$ cat src/rtl/sprite_scheduler.sv
// Sprite scheduler: per-sprite start pulses, hblank ROM load arbitration and pixel merge.
// state | meaning: IDLE wait for hblank | SCAN test sel | LOAD grant | SETUP addr latch | FETCH data latch
module sprite_scheduler #(
    parameter int NUM_SPR    = 4,
    parameter int POS_W      = 9,
    parameter int IMG_W      = 2,
    parameter int LOAD_START = 256
) (
    input  logic                       clk,
    input  logic                       reset,
    input  logic [POS_W-1:0]           hpos,
    input  logic [POS_W-1:0]           vpos,
    input  logic [NUM_SPR*POS_W-1:0]   spr_x,
    input  logic [NUM_SPR*POS_W-1:0]   spr_y,
    input  logic [NUM_SPR*IMG_W-1:0]   spr_img,
    input  logic [NUM_SPR*4-1:0]       spr_rom_addr,
    input  logic [NUM_SPR-1:0]         spr_in_progress,
    input  logic [NUM_SPR-1:0]         spr_gfx,
    output logic [NUM_SPR-1:0]         vstart,
    output logic [NUM_SPR-1:0]         hstart,
    output logic [NUM_SPR-1:0]         load,
    output logic [IMG_W+3:0]           rom_addr,
    output logic                       rom_busy,
    output logic                       gfx,
    output logic [2:0]                 gfx_id,
    output logic                       collision
);
    localparam int SEL_W = (NUM_SPR > 1) ? $clog2(NUM_SPR) : 1;
    localparam logic [POS_W-1:0] LS   = POS_W'(LOAD_START);
    localparam logic [SEL_W-1:0] LAST = SEL_W'(NUM_SPR - 1);

    typedef enum logic [2:0] {IDLE, SCAN, LOAD, SETUP, FETCH} state_t;

    state_t           state, state_nxt;
    logic [SEL_W-1:0] sel, sel_nxt;

    logic [POS_W-1:0] x_arr    [NUM_SPR];
    logic [POS_W-1:0] y_arr    [NUM_SPR];
    logic [IMG_W-1:0] img_arr  [NUM_SPR];
    logic [3:0]       addr_arr [NUM_SPR];

    for (genvar g = 0; g < NUM_SPR; g++) begin : g_unpack
        assign x_arr[g]    = spr_x[g*POS_W +: POS_W];
        assign y_arr[g]    = spr_y[g*POS_W +: POS_W];
        assign img_arr[g]  = spr_img[g*IMG_W +: IMG_W];
        assign addr_arr[g] = spr_rom_addr[g*4 +: 4];
    end

    always_ff @(posedge clk or negedge reset) begin
        if (!reset) begin
            state <= IDLE;
            sel   <= '0;
        end else begin
            state <= state_nxt;
            sel   <= sel_nxt;
        end
    end

    always_comb begin
        state_nxt = state;
        sel_nxt   = sel;
        case (state)
            IDLE: begin
                sel_nxt = '0;
                if (hpos == LS) state_nxt = SCAN;
            end
            SCAN: begin
                if (spr_in_progress[sel]) begin
                    state_nxt = LOAD;
                end else if (sel == LAST) begin
                    state_nxt = IDLE;
                    sel_nxt   = '0;
                end else begin
                    sel_nxt = sel + SEL_W'(1);
                end
            end
            LOAD:  state_nxt = SETUP;
            SETUP: state_nxt = FETCH;
            FETCH: begin
                if (sel == LAST) begin
                    state_nxt = IDLE;
                    sel_nxt   = '0;
                end else begin
                    state_nxt = SCAN;
                    sel_nxt   = sel + SEL_W'(1);
                end
            end
            default: begin
                state_nxt = IDLE;
                sel_nxt   = '0;
            end
        endcase
    end

    // Grant decoded purely from registered state/sel, so it cannot glitch.
    always_comb begin
        load = '0;
        if (state == LOAD) load[sel] = 1'b1;
    end

    assign rom_busy = (state != IDLE);
    assign rom_addr = {img_arr[sel], addr_arr[sel]};

    logic [NUM_SPR-1:0] vs_nxt, hs_nxt;
    logic [2:0]         first_id;
    logic               multi;

    always_comb begin
        vs_nxt = '0;
        hs_nxt = '0;
        for (int i = 0; i < NUM_SPR; i++) begin
            vs_nxt[i] = (hpos == '0) && (vpos == y_arr[i]);
            hs_nxt[i] = (hpos == x_arr[i]) && (x_arr[i] < LS);
        end
    end

    always_comb begin
        first_id = '0;
        for (int i = NUM_SPR - 1; i >= 0; i--) begin
            if (spr_gfx[i]) first_id = 3'(i);
        end
    end

    assign multi = (spr_gfx & (spr_gfx - NUM_SPR'(1))) != '0;

    always_ff @(posedge clk or negedge reset) begin
        if (!reset) begin
            vstart    <= '0;
            hstart    <= '0;
            gfx       <= 1'b0;
            gfx_id    <= '0;
            collision <= 1'b0;
        end else begin
            vstart <= vs_nxt;
            hstart <= hs_nxt;
            gfx    <= |spr_gfx;
            gfx_id <= first_id;
            // A new overlap in the frame-start cycle takes priority over the clear.
            if (multi)
                collision <= 1'b1;
            else if (hpos == '0 && vpos == '0)
                collision <= 1'b0;
        end
    end
endmodule

$ cat config.mk
export PLATFORM = sky130hd
export DESIGN_NAME = sprite_scheduler
export DESIGN_NICKNAME = d
export VERILOG_FILES = /design/src/rtl/sprite_scheduler.sv
export SDC_FILE = /design/constraint.sdc
export NUM_CORES = 1
export LEC_CHECK = 0
export ABC_CLOCK_PERIOD_IN_PS = 2100
export BUFFER_PORTS_ARGS = -buffer_cell sky130_fd_sc_hd__buf_2
export CAP_MARGIN = 20
export CORE_MARGIN = 2
export CORE_UTILIZATION = 40
export DETAILED_ROUTE_END_ITERATION = 7
export PLACE_DENSITY = 0.91
export SYNTH_ARGS = -nofsm -noshare
export SYNTH_HDL_FRONTEND = slang
export SYNTH_SLANG_ARGS = --single-unit
export TNS_END_PERCENT = 30
$ cat constraint.sdc
create_clock -name clk -period 2.1 [get_ports clk]
set_input_delay 0.42 -clock clk [delete_from_list [all_inputs] [get_ports clk]]
set_output_delay 0.42 -clock clk [all_outputs]
set_load 0.01 [all_outputs]
# Word-level counts from Yosys, hierarchy flattened
# Cells that the tools add are included.
# totals
rom_bits,0
out_inout_bits,24
ram_bits,0
input_bits,124
reg_bits,18
n_memories,0
latch_bits,0
# classes
div,0
shift,0
eq_ne,17
bitwise_logic,3
addsub,2
magnitude_cmp,7
mul,0
n_reduce_logical,20
n_mux,25
# ops
operator,count
== test 9 bit,8
"< comparator 9 bit, second input constant",4
zero test 9 bit,2
two-way mux 3 bit,5
case mux 3 bit (5 select lines),1
two-way mux 2 bit,6
two-way mux 4 bit,3
logical AND 1 bit,10
"== test 9 bit, second input constant",1
binary-select mux 4 bit (select 2 bit),1
"== test 3 x 2 -> 1 bit, second input constant",2
case mux 2 bit (3 select lines),1
two-way mux 1 bit,5
bitwise AND 4 bit,1
binary-select mux 2 bit (select 2 bit),1
"!= test 2 bit, second input constant",2
AND reduction 2 bit,2
nonzero test 4 bit,1
OR reduction 4 bit,1
"subtractor 4 x 1 -> 4 bit, second input constant",1
"== test 3 x 1 -> 1 bit, second input constant",1
"== test 3 bit, second input constant",1
">= comparator 3 bit, second input constant",1
zero test 3 bit,1
other kinds (12),12

# Depth between registers and ports, before layout
# Gate-level depths: netlist of run 1.
# depth
depth_word,5
depth_mapped,5
depth_no_buf,4

# Worst setup path before layout of run 1
# Ideal clock, no wire load.
# synth_timing
path_kind,input to register
startpoint,input hpos[5]
endpoint,register vstart[0]
required_ns,2.004
stages,5
setup_slack_ns,0.392
t_arrival_ns,1.612
cell_sequence,buf_4 > nor4_4 > nand3b_2 > or4_1 > nor4_2
# synth_between
elab_chain_cells,2
# synth_lines
element,line_no,text
from (decl),11,"input logic [POS_W-1:0] hpos,"
zero test 9 bit,112,vs_nxt[i] = (hpos == '0) && (vpos == y_arr[i]);
logical AND 1 bit,112,
named net vs_nxt[0],104,"logic [NUM_SPR-1:0] vs_nxt, hs_nxt;"
to (signal assigned),134,vstart <= vs_nxt;
to (decl),19,"output logic [NUM_SPR-1:0] vstart,"
# The timed path passes the listed nets, and every way through them passes these cells.
# A chain may end at the register's enable or synchronous reset.

# Worst setup path after layout of run 1
# layout_timing
startpoint,register sel[1]
endpoint,output load[0]
# layout_between
elab_chain_cells,5
word_cells_on_any_way,6
classes_between,order compare (2); mux (3); reduce/logical (1)
# layout_lines
element,line_no,text
from (decl),35,"logic [SEL_W-1:0] sel, sel_nxt;"
from (signal assigned),55,sel <= sel_nxt;
< comparator 2 x 3 -> 1 bit (implied by the code) / >= comparator 2 x 1 -> 1 bit (equally long branches),98,if (state == LOAD) load[sel] = 1'b1;
logical AND 1 bit (implied by the code),98,
two-way mux 1 bit (implied by the code),98,
demux 1 bit (select 2 bit) *,98,
two-way mux 4 bit *,98,
to (decl),21,"output logic [NUM_SPR-1:0] load,"
# Every way passes the cells marked *; elsewhere a longest branch is shown, timed or not.

==> reports/metrics.cfg, run 1 <==
[run_status]
status = complete, no violations

[drt]
route.detailed.drc = 0
drt_iter0_drc = 31
drt-wirelength-per-cell_um = 14.00
route.met2.wl_mm = 2.756
wl_mm = 5.167
wl_met3_um = 365
avgViaCountPerCell = 5.027
antenna_left = 0
first_pass_iters = 4
met1_length_mm = 1.988
top_layer = met4
dr_total_vias = 1855

[power_and_ir_drop]
p_per_area_mw_per_mm2 = 524.2
p_leak_nw = 1.253
power.total_mw = 1.342
ir_drop_mv = 0.1871

[final_layout]
antenna_cells = 0
final_cell_mix = 146 x buf_2, 40 x xor2_1, 28 x xnor2_1
multiInputGateArea_mm2 = 0.001281
drive_gt1_share_pct = 52.37
syn_to_final_growth_pct = 40.14
nets = 446
register_area_um2 = 426.7
final_common_cell = buf_2
postLayoutCellArea_mm2 = 0.002560
num-fill-cells = 388
stdcell_count = 369

[cts]
cts.clk_slew.worst_paths_ns = 0.06
cts.sinks = 17
tritoncts = built
root_buffer = clkbuf_8
htreeDepth = 1
insertion_delay_ns = 0.24
clock_path_buffers = 2
cts_made_buffers = 3

[placed_design]
port_buffers = 146
placedCellCount = 365
placed_area_mm2 = 0.002514
dp_hpwl_mm = 4.590
gp_congestion = 0.9409

[synthesis]
synth_mux_area_share_pct = 10.41
syn_avg_cell_area_um2 = 9.717
synth_top_family_by_area = XOR/XNOR gates
ys_types = 34
synth-seq-cells = 17
synth_nets = 316
synth-seq-area-share_pct = 23.29
synthXorXnorAreaFrac_pct = 32.60
yosysWarningCount = 0
yosys.area_share.adder_pct = 3.288
yosys.area_share.simple_pct = 20.55
syn-cell-area_mm2 = 0.001827
netlist_instances = 188
synth-compound-area-share_pct = 3.082

[floorplan]
die_w_um = 71.58
initial_utilization_pct = 41.67
num_rows = 24
core_mm2 = 0.004384
dieHeight_um = 71.58
ios = 148
die_area_mm2 = 0.005124

[setup_path]
path_cells = inv_1, ha_1, and3_1, buf_2
cpPeakStageDelay_ns = 0.62
crit_family = flip-flops
startpoint = sel[1]
cp_max_fo = 12
worstSetupEndpointType = output pin
crit_path_start_kind = register
cp_num_buf_inv = 2
cp.arrival_ns = 1.48
crit_type = reg -> out
r2r-start = sel[0]
critPathRequiredTime_ns = 1.68
critPathSlowestCell = dfrtp_1

[sta]
fin_crit_sh_pct = 90.63
finalCriticalPeriod_ns = 1.903
finalHoldViolations = 0
fmax_ghz = 0.5254
finClkSkew_ns = 0.001181
grt_setup_unrepaired = false
setup_viol = 0
tns_ns = 0
slew_viol_final = 0
fin_hold_ws_ns = 0.09207

[global_routing]
grt_first_pass_wirelength_mm = 8.231
grt_pass1_vias = 1840
grt_start_max_net_pins = 18
overflow = 0
grt_usage_pct = 20.01
antenna_found_initial = 0

[flow_run]
drv_cap = 0

[min_path]
hold_class = in -> async

path summary, 6_finish.rpt:
path	end	depth (start not counted)	slack [ns]
min	gfx	1	0.09
max	load[0]	4	0.20
max in group asynchronous	sel[0]	1	1.70
max reg2reg	state[0]	4	0.45
min reg2reg	collision	2	0.53
min in group clk	hstart[3]	2	0.32
flip-flops by register name (all words and copies together), names as in the netlist:
register	cells
vstart	4
sel	2
collision	1
gfx_id	2
hstart	4
gfx	1
state	3
synth_stat cells:
cell type / instances / area [um^2]
a21oi_1: 4 / 20.02
and2_1: 1 / 6.260
and3_1: 4 / 25.02
buf_1: 3 / 11.26
buf_2: 3 / 15.01
buf_4: 3 / 22.52
buf_6: 2 / 22.52
clkbuf_1: 10 / 37.54
conb_1: 1 / 3.750
dfrtp_1: 17 / 425.4
ha_1: 4 / 50.05
inv_1: 3 / 11.26
maj3_1: 1 / 10.01
mux2_2: 2 / 22.52
mux2i_1: 1 / 10.01
mux4_2: 7 / 157.7
nand2_1: 2 / 7.510
nand2b_1: 2 / 12.51
nand3_1: 1 / 5.000
nand3b_2: 1 / 11.26
nand4_1: 9 / 56.30
nor2_1: 7 / 26.28
nor2b_1: 3 / 18.77
nor3_1: 3 / 15.01
nor4_1: 9 / 56.30
nor4_2: 4 / 50.05
nor4_4: 2 / 42.54
o21ai_0: 2 / 10.01
o311ai_1: 1 / 8.760
o32ai_1: 2 / 17.52
or3_1: 2 / 12.51
or4_1: 4 / 30.03
xnor2_1: 28 / 245.2
xor2_1: 40 / 350.3
cells by family after synthesis:
kind of cell	after synthesis
XOR/XNOR	68
adder cells (fa/ha/maj)	5
multiplexers	10
AO/OA/AOI/OAI	9
AND/OR/NAND/NOR	54
buffers and inverters	24
flip-flops	17
other	1
layout make-up:
class,count,share of cell area (%)
multi-input cells,147,50.05
repair buffers,146,28.54
flip-flops and latches,17,16.67
well taps,52,2.542
clock buffers,4,1.760
inverters,3,0.4399
through the flow:
stage | utilization, % | setup WS [ns]
floorplan | - | 0.3922
finish | 58.39 | 0.1968
global placement | 57.33 | 0.2726
CTS | 58.36 | 0.03668
detailed placement | 57.33 | 0.2051
global route | 58.39 | 0.08523
metal layers:
metal / global-route usage [%] / vias up
met3: 1.828 / 6
met2: 38.79 / 92
met4: 5.031 / 0
li1: - / 907
met1: 23.38 / 850
met5: 0 / -
power by group:
part	total (mW)	internal (mW)	switching (mW)
sequential	0.453	0.363	0.0903
clock	0.239	0.134	0.104
combinational	0.650	0.354	0.296
what timing repair did:
action	CTS	global route
buffers inserted	0	0
resized for setup	0	1
endpoints found under the setup margin	0	8
hold buffers	0	0
Power figures use the tool's default switching activity.
==> inputs of run 2 (changes only) <==
- MAX_ROUTING_LAYER: default -> met4
- TNS_END_PERCENT: 30 -> 1
==> run 2 against run 1 <==
Against the previous run: critical path type unchanged; cell area did not move; total power fell by 0.38%; die area did not move; clock power barely moved; clock-buffer cell count did not move; register-to-register slack barely moved; first-iteration DRC count rose by 9.7%; fmax rose by 0.86%; clock skew rose by 0.0020 ns; critical endpoint is now load[1]; non-clock buffer count did not move; sequential power barely moved; largest cell class unchanged; sequential share of layout area did not move.
==> reports/metrics.cfg, run 2 (same netlist as run 1, synthesis figures left out) <==
[drt]
wl_mm = 5.019  ; -2.9%
first_pass_iters = 4  ; unchanged
drt-wirelength-per-cell_um = 13.60  ; -2.9%
avgViaCountPerCell = 5.035  ; +0.16%
drt_iter0_drc = 34  ; +9.7%
antenna_left = 0  ; unchanged
dr_total_vias = 1858  ; +0.16%
route.detailed.drc = 0  ; unchanged

[setup_path]
cp.arrival_ns = 1.47  ; about the same
crit_family = flip-flops
path_cells = inv_1, ha_1, and3_1, buf_2
worstSetupEndpointType = output pin
crit_path_start_kind = register
cp_num_buf_inv = 2  ; unchanged
critPathRequiredTime_ns = 1.68  ; about the same
critPathSlowestCell = dfrtp_1
cpPeakStageDelay_ns = 0.62  ; about the same
crit_type = reg -> out
cp_max_fo = 12  ; unchanged

[power_and_ir_drop]
p_per_area_mw_per_mm2 = 522.2  ; -0.38%
power.total_mw = 1.337  ; -0.38%
p_leak_nw = 1.253  ; unchanged
ir_drop_mv = 0.2079  ; +11%

[sta]
fin_crit_sh_pct = 89.85  ; -0.77 points
finalCriticalPeriod_ns = 1.887  ; -0.01627 ns
tns_ns = 0  ; unchanged
grt_setup_unrepaired = false
slew_viol_final = 0  ; unchanged
fmax_ghz = 0.5300  ; +0.86%
finalHoldViolations = 0  ; unchanged
fin_hold_ws_ns = 0.08709  ; -0.004977 ns
setup_viol = 0  ; unchanged
finClkSkew_ns = 0.003210  ; +0.002029 ns

[final_layout]
antenna_cells = 0  ; unchanged
final_common_cell = buf_2
stdcell_count = 369  ; unchanged
nets = 446  ; unchanged
top_regs = hstart x4, vstart x4, state x3
drive_gt1_share_pct = 52.37  ; unchanged
num-fill-cells = 378  ; -2.6%
final_cell_mix = 146 x buf_2, 40 x xor2_1, 28 x xnor2_1
syn_to_final_growth_pct = 40.14  ; unchanged

[floorplan]
ios = 148  ; unchanged
die_w_um = 71.58  ; unchanged
core_mm2 = 0.004384  ; unchanged
die_area_mm2 = 0.005124  ; unchanged
dieHeight_um = 71.58  ; unchanged
num_rows = 24  ; unchanged
initial_utilization_pct = 41.67  ; unchanged

[cts]
insertion_delay_ns = 0.24  ; about the same
postCtsSetupBuffers = 0  ; unchanged
htreeDepth = 1  ; unchanged
cts_made_buffers = 3  ; unchanged
cts.clk_slew.worst_paths_ns = 0.06  ; about the same
tritoncts = built
root_buffer = clkbuf_8
ctsResizeCount = 0  ; unchanged
cts.sinks = 17  ; unchanged
ctsHoldBuffers = 0  ; unchanged
clock_path_buffers = 2  ; unchanged

[placed_design]
gp_congestion = 0.9154  ; -2.7%
dp_hpwl_mm = 4.464  ; -2.7%
port_buffers = 146  ; unchanged
placedCellCount = 365  ; unchanged

[global_routing]
antenna_found_initial = 0  ; unchanged
grt_usage_pct = 19.99  ; about the same
grt_pass1_vias = 1839  ; -0.054%
grt_start_max_net_pins = 18  ; unchanged
overflow = 0  ; unchanged
grt_first_pass_wirelength_mm = 8.031  ; -2.4%

[flow_run]
drv_cap = 0  ; unchanged

[run_status]
status = complete, no violations

[min_path]
hold_class = in -> async

-- run 2: cell counts in the layout (fill, tap and decap cells not counted) --
Identical to the previous run, type by type.
-- run 2: path summary, 6_finish.rpt --
path                       startpoint        end  slack, ns  cells after the start
setup / recovery               sel[1]    load[1]       0.21                      4
hold / removal                  reset   state[0]       0.09                      1
setup reg to reg               sel[0]   state[0]       0.45                      4
hold reg to reg              state[2]   state[1]       0.55                      1
max in group asynchronous       reset     sel[0]       1.72                      1
min in group clk            spr_x[35]  hstart[3]       0.32                      2
-- run 2: through the flow --
step	setup WS (ns)	instance area [um^2]	utilization, %
2_1_floorplan	0.3922	1827	-
5_1_grt	0.08917	2560	58.39
6_report	0.2131	2560	58.39
3_3_place_gp	0.2642	2514	57.33
3_5_place_dp	0.1982	2514	57.33
4_1_cts	0.03579	2559	58.36
-- run 2: final cells by class --
class | instances | area (um^2) | share of cell area, %
Tap cell | 52 | 65.06 | 2.542
Timing Repair Buffer | 146 | 730.7 | 28.54
Sequential cell | 17 | 426.7 | 16.67
Inverter | 3 | 11.26 | 0.4399
Clock buffer | 4 | 45.04 | 1.760
Multi-Input combinational cell | 147 | 1281 | 50.05
-- run 2: routing by layer --
layer,part of all wire (%),global-route usage (%)
met4,0.60,3.983
met5,0,-
met3,7.1,1.266
met1,39,23.89
met2,53,37.04
-- run 2: report_power, final --
| group | leakage, nW | switching [mW] | internal, mW | total [mW] |
|---|---|---|---|---|
| Sequential | 0.220 | 0.0904 | 0.363 | 0.453 |
| Clock | 0.0228 | 0.103 | 0.134 | 0.237 |
| Combinational | 1.01 | 0.293 | 0.354 | 0.646 |
